<file path="src/rtl/branch_commit_unit.sv">
// Branch/jump resolution at commit. Carries {valid, pc, btb_hit} through the
// IF/ID, ID/EX and EX/MEM slots, resolves the EX instruction's outcome and
// target, registers it into EX/MEM for the predictor, and counts committed
// control-flow instructions and mispredictions.
module branch_commit_unit #(
  parameter int INDEX_WIDTH = 12
) (
  input  logic                          clk_i,
  input  logic                          rst_i,
  input  logic                          IF_valid_i,
  input  logic [31:0]                   IF_pc_i,
  input  logic                          IF_btb_hit_i,
  input  logic                          stall_i,
  input  logic                          flush_i,
  input  logic                          EX_is_br_i,
  input  logic [1:0]                    EX_is_uncbr_i,
  input  logic [2:0]                    EX_funct3_i,
  input  logic [31:0]                   EX_rs1_i,
  input  logic [31:0]                   EX_rs2_i,
  input  logic [31:0]                   EX_imm_i,
  output logic                          EXMEM_is_br_o,
  output logic [1:0]                    EXMEM_is_uncbr_o,
  output logic                          EXMEM_btb_hit_o,
  output logic                          EXMEM_br_decision_o,
  output logic [INDEX_WIDTH-1:0]        EXMEM_btb_wr_index_o,
  output logic [32-INDEX_WIDTH-2-1:0]   EXMEM_btb_wr_tag_o,
  output logic [31:0]                   EXMEM_btb_wr_target_o,
  output logic [31:0]                   EXMEM_br_target_o,
  output logic [31:0]                   EXMEM_pc_plus4_o,
  output logic                          EXMEM_mispredict_o,
  output logic [31:0]                   br_count_o,
  output logic [31:0]                   mispredict_count_o
);

  // Branch condition evaluation; reserved codes 010/011 resolve not-taken.
  function automatic logic cond_taken(input logic [2:0] f3,
                                      input logic signed [31:0] a,
                                      input logic signed [31:0] b);
    logic r;
    case (f3)
      3'b000:  r = (a == b);
      3'b001:  r = (a != b);
      3'b100:  r = (a < b);
      3'b101:  r = (a >= b);
      3'b110:  r = ($unsigned(a) < $unsigned(b));
      3'b111:  r = ($unsigned(a) >= $unsigned(b));
      default: r = 1'b0;
    endcase
    return r;
  endfunction

  // 32-bit wrapping address add.
  function automatic logic [31:0] wrap_add(input logic [31:0] a, input logic [31:0] b);
    return a + b;
  endfunction

  // IF/ID slot
  logic        vld_p0;
  logic [31:0] pc_p0;
  logic        hit_p0;
  // ID/EX slot
  logic        vld_p1;
  logic [31:0] pc_p1;
  logic        hit_p1;
  // EX/MEM slot
  logic        vld_p2;
  logic        is_br_p2;
  logic [1:0]  uncbr_p2;
  logic        hit_p2;
  logic        dec_p2;
  logic [31:0] pc_p2;
  logic [31:0] tgt_p2;
  logic [31:0] pc4_p2;
  logic        misp_p2;

  // EX-stage resolution results
  logic        ex_br, ex_jal, ex_jalr, ex_cf;
  logic        ex_is_br;
  logic [1:0]  ex_uncbr;
  logic        ex_hit, ex_dec, ex_misp;
  logic [31:0] ex_tgt, ex_pc4;

  // Resolve class, decision, target and mispredict for the ID/EX instruction.
  always_comb begin
    ex_br    = EX_is_br_i;
    ex_jal   = !EX_is_br_i && (EX_is_uncbr_i == 2'b10);
    ex_jalr  = !EX_is_br_i && (EX_is_uncbr_i == 2'b11);
    ex_cf    = vld_p1 && (ex_br || ex_jal || ex_jalr);
    ex_is_br = 1'b0;
    ex_uncbr = 2'b00;
    ex_hit   = 1'b0;
    ex_dec   = 1'b0;
    ex_tgt   = 32'd0;
    ex_misp  = 1'b0;
    ex_pc4   = vld_p1 ? wrap_add(pc_p1, 32'd4) : 32'd0;
    if (ex_cf) begin
      ex_is_br = ex_br;
      ex_uncbr = ex_br ? 2'b00 : EX_is_uncbr_i;
      ex_hit   = hit_p1;
      ex_dec   = ex_br ? cond_taken(EX_funct3_i, EX_rs1_i, EX_rs2_i) : 1'b1;
      ex_tgt   = ex_jalr ? (wrap_add(EX_rs1_i, EX_imm_i) & ~32'd1)
                         : wrap_add(pc_p1, EX_imm_i);
      ex_misp  = ex_jalr ? 1'b1 : (hit_p1 ^ ex_dec);
    end
  end

  // Slot pipeline: reset > flush > stall > shift.
  always_ff @(posedge clk_i) begin
    if (rst_i || flush_i) begin
      vld_p0   <= 1'b0;
      pc_p0    <= 32'd0;
      hit_p0   <= 1'b0;
      vld_p1   <= 1'b0;
      pc_p1    <= 32'd0;
      hit_p1   <= 1'b0;
      vld_p2   <= 1'b0;
      is_br_p2 <= 1'b0;
      uncbr_p2 <= 2'b00;
      hit_p2   <= 1'b0;
      dec_p2   <= 1'b0;
      pc_p2    <= 32'd0;
      tgt_p2   <= 32'd0;
      pc4_p2   <= 32'd0;
      misp_p2  <= 1'b0;
    end else begin
      // IF -> IF/ID (held on stall; invalid fetches become clean bubbles)
      if (!stall_i) begin
        vld_p0 <= IF_valid_i;
        pc_p0  <= IF_valid_i ? IF_pc_i : 32'd0;
        hit_p0 <= IF_valid_i && IF_btb_hit_i;
      end
      // IF/ID -> ID/EX (bubble on stall)
      if (stall_i) begin
        vld_p1 <= 1'b0;
        pc_p1  <= 32'd0;
        hit_p1 <= 1'b0;
      end else begin
        vld_p1 <= vld_p0;
        pc_p1  <= pc_p0;
        hit_p1 <= hit_p0;
      end
      // ID/EX -> EX/MEM (always advances)
      vld_p2   <= vld_p1;
      is_br_p2 <= ex_is_br;
      uncbr_p2 <= ex_uncbr;
      hit_p2   <= ex_hit;
      dec_p2   <= ex_dec;
      pc_p2    <= pc_p1;
      tgt_p2   <= ex_tgt;
      pc4_p2   <= ex_pc4;
      misp_p2  <= ex_misp;
    end
  end

  // Performance counters sample the EX/MEM slot, lagging it by one cycle.
  always_ff @(posedge clk_i) begin
    if (rst_i) begin
      br_count_o         <= 32'd0;
      mispredict_count_o <= 32'd0;
    end else begin
      if (vld_p2 && (is_br_p2 || uncbr_p2[1])) br_count_o <= br_count_o + 32'd1;
      if (vld_p2 && misp_p2) mispredict_count_o <= mispredict_count_o + 32'd1;
    end
  end

  assign EXMEM_is_br_o         = is_br_p2;
  assign EXMEM_is_uncbr_o      = uncbr_p2;
  assign EXMEM_btb_hit_o       = hit_p2;
  assign EXMEM_br_decision_o   = dec_p2;
  assign EXMEM_btb_wr_index_o  = pc_p2[INDEX_WIDTH+1:2];
  assign EXMEM_btb_wr_tag_o    = pc_p2[31:INDEX_WIDTH+2];
  assign EXMEM_btb_wr_target_o = tgt_p2;
  assign EXMEM_br_target_o     = tgt_p2;
  assign EXMEM_pc_plus4_o      = pc4_p2;
  assign EXMEM_mispredict_o    = misp_p2;

endmodule

</file>
<file path="config.mk">
export PLATFORM = sky130hd
export DESIGN_NAME = branch_commit_unit
export DESIGN_NICKNAME = d
export VERILOG_FILES = /design/src/rtl/branch_commit_unit.sv
export SDC_FILE = /design/constraint.sdc
export NUM_CORES = 1
export LEC_CHECK = 0
export CAP_MARGIN = 20
export CORE_ASPECT_RATIO = 0.7
export CORE_MARGIN = 3
export CORE_UTILIZATION = 53
export DETAILED_ROUTE_END_ITERATION = 8
export PLACE_DENSITY = 0.86
export REMOVE_ABC_BUFFERS = 1
export SLEW_MARGIN = 15
export SYNTH_ARGS = -nofsm -noshare
export SYNTH_HDL_FRONTEND = slang
export SYNTH_SLANG_ARGS = --single-unit
export TNS_END_PERCENT = 1
</file>
<file path="constraint.sdc">
create_clock -name clk_i -period 7.83 [get_ports clk_i]
set_input_delay 1.1745 -clock clk_i [delete_from_list [all_inputs] [get_ports clk_i]]
set_output_delay 1.1745 -clock clk_i [all_outputs]
set_load 0.1 [all_outputs]
</file>
* Word level (Yosys, flattened, before mapping)
Cells that the tools add are included.
Operators by class: bitwise gates (word level) 3, order comparisons 4, muxes and demuxes 6, reduce and logical (&&, ||, !) cells 17, eq/ne operators 9, $add $sub $neg 5
Operators with widths (count):
- 32-bit by 1-bit adder with 32-bit output (second input constant) | 2
- 32-bit adder | 2
- 32-bit greater-or-equal comparator | 2
- 32-bit less-than comparator | 2
- 32-bit 2-to-1 mux | 2
- 32-bit by 3-bit adder with 32-bit output (second input constant) | 1
- 32-bit equality test | 1
- 32-bit != test | 1
- 3-bit equality test (second input constant) | 4
- 1-bit logical AND | 6
- 1-bit one-hot mux with 6 select lines | 1
- 2-bit OR reduction | 3
- 3-bit OR reduction | 2
- 2-bit equality test (second input constant) | 2
- 1-bit logical OR | 4
- 3-bit by 1-bit equality test with 1-bit output (second input constant) | 1
- 3-bit zero test | 1
- 1-bit 2-to-1 mux | 3
- 1-bit NOT | 2
- 1-bit zero test | 1
- 1-bit bitwise XOR | 1
Storage, ports and cells: register bits after elaboration 235, word-level logic and storage cells 62, input port bits 140, output and inout port bits 196

* Longest topological paths before layout
Gate-level depths: netlist (run 1).
depth after elaboration 9, mapped depth 13, depth with buffers taken out 13

* Worst setup path before layout (run 1)
OpenSTA, ideal clock, no wires.
kind input-to-reg, start point input EX_imm_i[0], end point register tgt_p2[30] (netlist: EXMEM_br_target_o[30]), library setup time 0.126 ns, arrival 3.369 ns, data required time 7.704 ns, buffers on the path 0, setup slack 4.335 ns, stages on the path 13, cells stage by stage ha_1 -> inv_1 -> fa_1 -> nand2b_1 -> a21oi_1 -> a311oi_2 -> a21oi_2 -> o22ai_1 -> a21oi_1 -> a21oi_1 -> o31ai_2 -> xnor2_1 -> o22ai_1
On the way: longest elaborated chain between the ends 2, elaborated cells between the ends (all ways) 3
RTL lines:
- start, declared | RTL line 20 | input logic [31:0] EX_imm_i,
- 32-bit adder | RTL line 54 | return a + b;
- 32-bit 2-to-1 mux (*) | RTL line 101 | ex_tgt = ex_jalr ? (wrap_add(EX_rs1_i, EX_imm_i) & ~32'd1)
- end signal, assigned | RTL line 149 | tgt_p2 <= ex_tgt;
- end, declared | RTL line 72 | logic [31:0] tgt_p2;
Mark *: on every way between the ends. The rest lies on a longest branch, timed or not. A chain may end at the register's enable or synchronous reset.

* Final worst setup path (run 1)
start point input EX_imm_i[0], end point register tgt_p2[28] (netlist: EXMEM_br_target_o[28])
Same word-level chain as after synthesis.

==> parameters.txt, run 1 <==
Parameter                              Value

Placed design
  Number of placed cells counting well taps ... 1,982
  Placer Congestion ... 0.9421
  IO Port Bufs ... 335
  HPWL after DPL ... 30,300 um

Pwr
  Worst supply voltage drop on vdd ... 142.4 uV
  Leakage power summed over all cells ... 6.669 nW
  Power density over cell area ... 167.3 nW/um2
  Overall power of the completed layout ... 2.740 mW

Flow run
  Maximum capacitance violations ... 0

Clocking
  Clock tree sinks ... 233
  Number of resized instances in the post-cts repair step ... 0
  TritonCTS clock tree ... yes
  Buffer cell driving the clock tree root ... clkbuf_16
  Maximum buffer depth of the clock tree ... 3
  Clock edge transition at the registers on the reported setup and hold paths ... 60 ps
  Number of buffers added by the clock tree synthesis step ... 23
  Htree depth ... 1
  Number of buffers inserted for hold repair after clock tree synthesis ... 0
  Post-CTS repair timing setup buffer count ... 0
  Clock latency at the later pin of the worst-skew pair ... 530 ps

Logic synthesis
  Fraction of synthesized cell area taken by the top area cell type ... 38.33%
  Area fraction in compound gates after synthesis ... 15.07%
  Cell with the most instances after synthesis ... dfxtp_1
  Yosys reg bits ... 233
  Mean cell area of the mapped netlist ... 8.644 um2
  Synthesis Warnings ... 0
  Combinational family with the most area after synthesis ... simple AND/OR/NAND/NOR gates
  Cell types occupying the most area after synthesis ... dfxtp_1, ha_1, xor2_1
  Post-synthesis cell type with the largest combined area ... dfxtp_1
  Count of flip-flops with a built-in enable after synthesis ... 0
  Number of instances in the synthesized netlist ... 1,408
  Synth Area in Simple Gates ... 21.48%
  Post-synthesis sequential area ratio ... 38.33%
  Unique cell type count in the Yosys netlist ... 68
  Multiplexer area fraction after synthesis ... 0.5038%
  Leading post-synthesis cells by instance count ... dfxtp_1, nor2_1, nand2_1
  Netlist area before placement ... 12,170 um2
  Xor/xnor cell area share of the yosys netlist ... 9.427%
  Most used DFF post-synth ... dfxtp_1
  Share of async-settable or async-resettable flops after synthesis ... 0%
  Area share of fa/ha/maj cells after synthesis ... 10.20%

Cells and area
  Share of cells above drive strength 1 ... 4.262%
  Final Instance Count excl. Fillers ... 2,018
  Ant. Diodes ... 0
  Total Nets Final ... 1,940
  Area grow syn2layout ... 34.59%
  Share of the core filled with cells ... 74.03%
  Fill cell instance count of the final layout ... 1,642

Setup path
  Cell mode on critical path ... a21oi_1
  Reg-to-reg critical path endpoint ... EXMEM_br_target_o[28]
  Number of cell instances on the worst register-to-register path ... 13
  Critical-path cell with the highest stage delay ... clkdlybuf4s50_1
  Sort of element at the end of the critical path ... flop
  Flop-to-flop setup slack ... 4660 ps
  Worst Path Required ... 8250 ps
  Reg-to-reg critical path startpoint ... pc_p1[0]
  Nature of the critical path startpoint ... input port
  Longest individual stage delay on the worst path ... 510 ps
  CP Cell Sequence ... clkdlybuf4s50_1, ha_1, inv_1, fa_1, nand2b_1, a21oi_1, a311oi_2, a21oi_2, o22ai_1, a21oi_1, nand3_1, a31oi_1, xor2_1, a22o_1
  Critical Setup Path Class ... in -> reg
  Highest fanout seen on the critical path ... 4
  Endpoint arrival time on the critical path ... 4380 ps

Timing
  RSZ-0062 raised after global routing ... no
  Final hold violation count ... 0
  Final min period ... 3961 ps
  Final setup viols ... 0
  Hold Worst Slack ... 453.6 ps
  Actual transition at the worst max-transition pin ... 1085 ps
  Count of pins over their slew limit ... 0
  Setup tns final ... 0 ps
  Crit share post-route ... 50.59%
  Normalized max-slew margin ... 27.65%
  Timing-limited maximum frequency ... 252.5 MHz
  Clock Skews ... 11.43 ps

Die
  Die W ... 187.1 um
  Core area ... 22,130 um2
  Initial core utilization ... 55.00%
  I/O pin count ... 336
  Site row count ... 45
  Full die area ... 24,850 um2
  Y dimension of the die ... 132.8 um

GRT
  Global-route wire length before repair ... 58,530 um
  Pin count of the biggest net entering global routing ... 67
  Initial antenna violation count ... 0
  Via count of the first global-routing pass ... 10,411
  GRT Residual Overflow ... 0
  Global-route total usage across every layer ... 29.21%

Route
  Drt first pass iters ... 8
  Total DRC errors in the routed layout ... 0
  Antenna-violating nets left ... 0
  Detailed Route Iter0 Violations ... 1,054
  Total number of vias ... 11,160
  Vias per std cell ... 5.530
  WL final ... 38,280 um
  Average detailed-routed wire length per instance ... 18.97 um

Hold path
  Number of cells on the worst hold path ... 1
  End of the worst hold path ... pc_p1[9]
  Tightest Hold Check Type ... reg -> reg
  Beginning of the worst hold path ... pc_p0[9]

Status
  Status ... completed
## layout make-up
type	count	area, um2	area share (%)
clock buffers	27	630.6	3.850
well taps	305	381.6	2.330
multi-input cells	1046	6909	42.18
flip-flops and latches	233	4664	28.48
clock inverters	9	187.7	1.146
repair buffers	341	3393	20.71
inverters	57	214.0	1.306
## how the worst max path moves through the flow
stage / end / start / slack [ps] / depth (start not counted)
floorplan: EXMEM_br_target_o[28] / flush_i / 3990 / 6
global placement: EXMEM_br_target_o[28] / EX_imm_i[0] / 3480 / 14
detailed placement: EXMEM_br_target_o[30] / EX_imm_i[0] / 3410 / 14
CTS: EXMEM_br_target_o[30] / EX_imm_i[0] / 3950 / 14
global route: EXMEM_br_target_o[30] / EX_imm_i[0] / 3650 / 14
finish: EXMEM_br_target_o[28] / EX_imm_i[0] / 3870 / 14
## layer usage
metal | vias to the layer above | part of all wire [%] | GRT usage, %
met3 | 60 | 8.2 | 5.217
met5 | - | 0 | 0
met1 | 5215 | 46 | 42.20
met4 | 0 | 2.3 | 6.127
met2 | 467 | 43 | 45.89
li1 | 5418 | - | -
## power breakdown
group	leakage (nW)	internal [mW]	total, mW	switching [mW]
Combinational	4.39	0.162	0.345	0.183
Clock	0.401	0.738	1.20	0.465
Sequential	1.88	1.19	1.19	0.00324
## sequential cells by signal, indices dropped and copies added (netlist names), 2 cells and up
register	cells
br_count_o	32
pc_p1	32
pc_p0	32
EXMEM_pc_plus4_o	32
mispredict_count_o	32
EXMEM_br_target_o	32
pc_p2	30
EXMEM_is_uncbr_o	2
## layout by cell type, fill, tap and decap left out, types with 5 or more instances in the layout
cell             count
a211oi_1             6
a21o_1              32
a21oi_1             87
a22oi_1             34
a31oi_1              7
and2_1              73
and3_1              33
buf_4                6
bufinv_16            5
clkbuf_16           23
clkdlybuf4s50_1    334
dfxtp_1            233
ha_1                96
inv_1               57
mux2i_1              5
nand2_1            107
nand2b_1            15
nand3_1             43
nand3b_1             5
nand4_1             22
nor2_1             176
nor2b_1             11
nor3_1              10
nor3b_1              5
o211ai_1             9
o21a_1              10
o21ai_0             26
o21ai_1             15
o21bai_1            10
o22ai_1             10
or3_1               10
xnor2_1             51
xor2_1              80
## worst max-delay path, delay by kind of cell
family	cells	cell delay, ps
compound gates	7	1610
fa+ha+maj	2	610
buf+inv	2	580
simple gates	2	290
xor+xnor	1	120
## logic make-up (layout without fill, tap and decap cells)
family,Yosys count,after routing
AOI/OAI and AO/OA,278,278
muxes,6,6
and+or+nand+nor,533,533
adders and majority gates,98,98
xor gates and xnor gates,131,131
DFF,233,233
buffers and inverters,129,434
## metrics by stage
step | instance area, um2 | setup slack [ps]
2_1_floorplan | 11780 | 3992
3_3_place_gp | 15560 | 3477
3_5_place_dp | 15560 | 3410
4_1_cts | 16380 | 3945
5_1_grt | 16380 | 3646
6_report | 16380 | 3869
Note: power is estimated with default switching activity, not from simulation.
==> inputs of run 2 (changes only) <==
Settings changed: CORE_UTILIZATION 53 to 44, PLACE_DENSITY 0.86 to 0.76.
Clock period 7.83 ns to 3.4 ns, I/O delays scaled along.
==> run 2 against run 1 <==
Compared with the run above: critical path type unchanged; die area grew 20%; final area is 2.0% higher; worst setup slack worse by 3500 ps; power grew 120%; clock power up 110%; clock-buffer cell count up 7; largest cell class unchanged; hold slack worse by 0.96 ps; largest power group is now sequential cells; sequential cell count unchanged; register-to-register slack worse by 4200 ps; combinational power up 140%; clock skew is 2.8 ps higher; critical path depth unchanged.
==> parameters.txt, run 2 (synthesis results as in run 1) <==
Parameter                              Value

Die
  Y dimension of the die ... 145.1 um
  Site row count ... 50
  I/O pin count ... 336
  Core area ... 26,960 um2
  Full die area ... 29,720 um2
  Initial core utilization ... 45.14%
  Die W ... 204.8 um

Timing
  Actual transition at the worst max-transition pin ... 1082 ps
  Clock Skews ... 14.24 ps
  Final min period ... 3066 ps
  RSZ-0062 raised after global routing ... no
  Timing-limited maximum frequency ... 326.1 MHz
  Hold Worst Slack ... 452.7 ps
  Normalized max-slew margin ... 27.65%
  Final setup viols ... 0
  Count of pins over their slew limit ... 0
  Final hold violation count ... 0
  Crit share post-route ... 90.18%

GRT
  Global-route total usage across every layer ... 25.03%
  Pin count of the biggest net entering global routing ... 65
  Initial antenna violation count ... 2
  Global-route wire length before repair ... 59,290 um
  Via count of the first global-routing pass ... 10,500
  GRT Residual Overflow ... 0

Route
  Antenna-violating nets left ... 0
  Total DRC errors in the routed layout ... 0
  Met3 Wirelength ... 2962 um
  Drt first pass iters ... 7
  Vias per std cell ... 5.185
  WL final ... 38,390 um
  Total number of vias ... 11,014
  Wire length on met1 ... 18,180 um
  Top sig layer ... met5
  Detailed Route Iter0 Violations ... 665
  Average detailed-routed wire length per instance ... 18.07 um
  WL met2 ... 16,030 um

Setup path
  Highest fanout seen on the critical path ... 3
  Sort of element at the end of the critical path ... flop
  Nature of the critical path startpoint ... input port
  Longest individual stage delay on the worst path ... 500 ps
  Worst Path Required ... 3800 ps
  Critical Setup Path Class ... in -> reg
  Critical-path cell with the highest stage delay ... clkdlybuf4s50_1
  CP Cell Sequence ... clkdlybuf4s50_1, ha_1, inv_1, fa_1, nand2b_1, a21oi_1, a311oi_2, a21oi_2, o22ai_1, a21oi_1, a21oi_1, o31ai_2, xnor2_1, o22ai_1
  Cell mode on critical path ... a21oi_1
  Endpoint arrival time on the critical path ... 3460 ps

Cells and area
  Total Nets Final ... 1,983
  Fill cell instance count of the final layout ... 2,368
  Top library cells by usage in the layout, fill and taps aside ... clkdlybuf4s50_1, dfxtp_1, nor2_1, nand2_1, ha_1
  Leading cell type in the layout, fill and taps excluded ... clkdlybuf4s50_1
  Share of cells above drive strength 1 ... 6.595%
  Final Instance Count excl. Fillers ... 2,124
  Area of combinational cells with multiple inputs ... 6909 um2
  Post-layout instance area ... 16,710 um2
  Area taken by flip-flops and latches ... 4664 um2
  Area grow syn2layout ... 37.31%

Placed design
  Placer Congestion ... 0.9113
  Number of placed cells counting well taps ... 2,082
  IO Port Bufs ... 335
  HPWL after DPL ... 31,050 um
  Cell area reported after detailed placement ... 15,940 um2

Clocking
  Number of buffers added by the clock tree synthesis step ... 24
  Number of resized instances in the post-cts repair step ... 0
  Maximum buffer depth of the clock tree ... 3
  Clock tree sinks ... 233
  Clock edge transition at the registers on the reported setup and hold paths ... 60 ps
  Number of buffers inserted for hold repair after clock tree synthesis ... 0
  Clock latency at the later pin of the worst-skew pair ... 530 ps
  TritonCTS clock tree ... yes
  Htree depth ... 1
  Buffer cell driving the clock tree root ... clkbuf_16
  Post-CTS repair timing setup buffer count ... 0

Pwr
  Internal cell power ... 4.612 mW
  Switching Share ... 24.61%
  Power density over cell area ... 366.1 nW/um2
  Combinational cell fraction of total power ... 13.6%
  Leakage power summed over all cells ... 6.847 nW
  Sequential cell fraction of total power ... 44.9%
  Worst supply voltage drop on vdd ... 323.5 uV
  Switching pwr ... 1.506 mW
  Clock power frac ... 41.5%

Hold path
  Tightest Hold Check Type ... reg -> reg

Status
  Status ... completed

Flow run
  Maximum capacitance violations ... 0
run 2: path summary, 6_finish.rpt:
kind | start | end | cells past startpoint | slack (ps)
worst max-delay path | EX_imm_i[0] | EXMEM_br_target_o[30] | 14 | 330
worst min-delay path | pc_p0[8] | pc_p1[8] | 1 | 450
worst max register to register | pc_p1[0] | EXMEM_br_target_o[30] | 13 | 440
worst min register to register | pc_p0[8] | pc_p1[8] | 1 | 450
run 2: critical path, delay by kind of cell:
kind	cells	cell delay [ps]
AOI/OAI and AO/OA	8	1450
adders and majority gates	2	580
buffers and inverters	2	560
and+or+nand+nor	1	190
xor gates and xnor gates	1	170
run 2: power by group through the flow:
stage                     clock network [mW]  logic (mW)  registers (mW)
final                                   2.54       0.830            2.75
after global placement                     0       0.803            2.81
after CTS                               2.60       0.818            2.75
after detailed placement                   0       0.812            2.81
after floorplan                            0       0.428            2.81
after global routing                    2.71       0.906            2.75
run 2: layer usage:
metal | GRT usage (%) | vias up
li1 | - | 5497
met1 | 36.36 | 5078
met2 | 37.71 | 373
met3 | 4.665 | 64
met4 | 7.288 | 2
met5 | 0 | -
run 2: layout make-up:
| cell class | instances | share of cell area (%) |
|---|---|---|
| clock buffer | 34 | 4.058 |
| tap | 364 | 2.725 |
| multi-input combinational | 1046 | 41.34 |
| antenna | 1 | 0.01497 |
| timing repair buffer | 383 | 22.17 |
| clock inverter | 6 | 0.4942 |
| inverter | 57 | 1.280 |
| sequential | 233 | 27.91 |
run 2: through the flow:
step                      total power, mW  utilization (%)  worst slack, ps  TNS, ps
after floorplan                     3.242                -            226.0        0
after global placement              3.611            59.10           -97.75   -270.1
after detailed placement            3.620            59.10           -151.7   -648.6
after CTS                           6.169            61.93            399.4        0
after global routing                6.366            61.98            201.2        0
final                               6.118            61.98            333.7        0
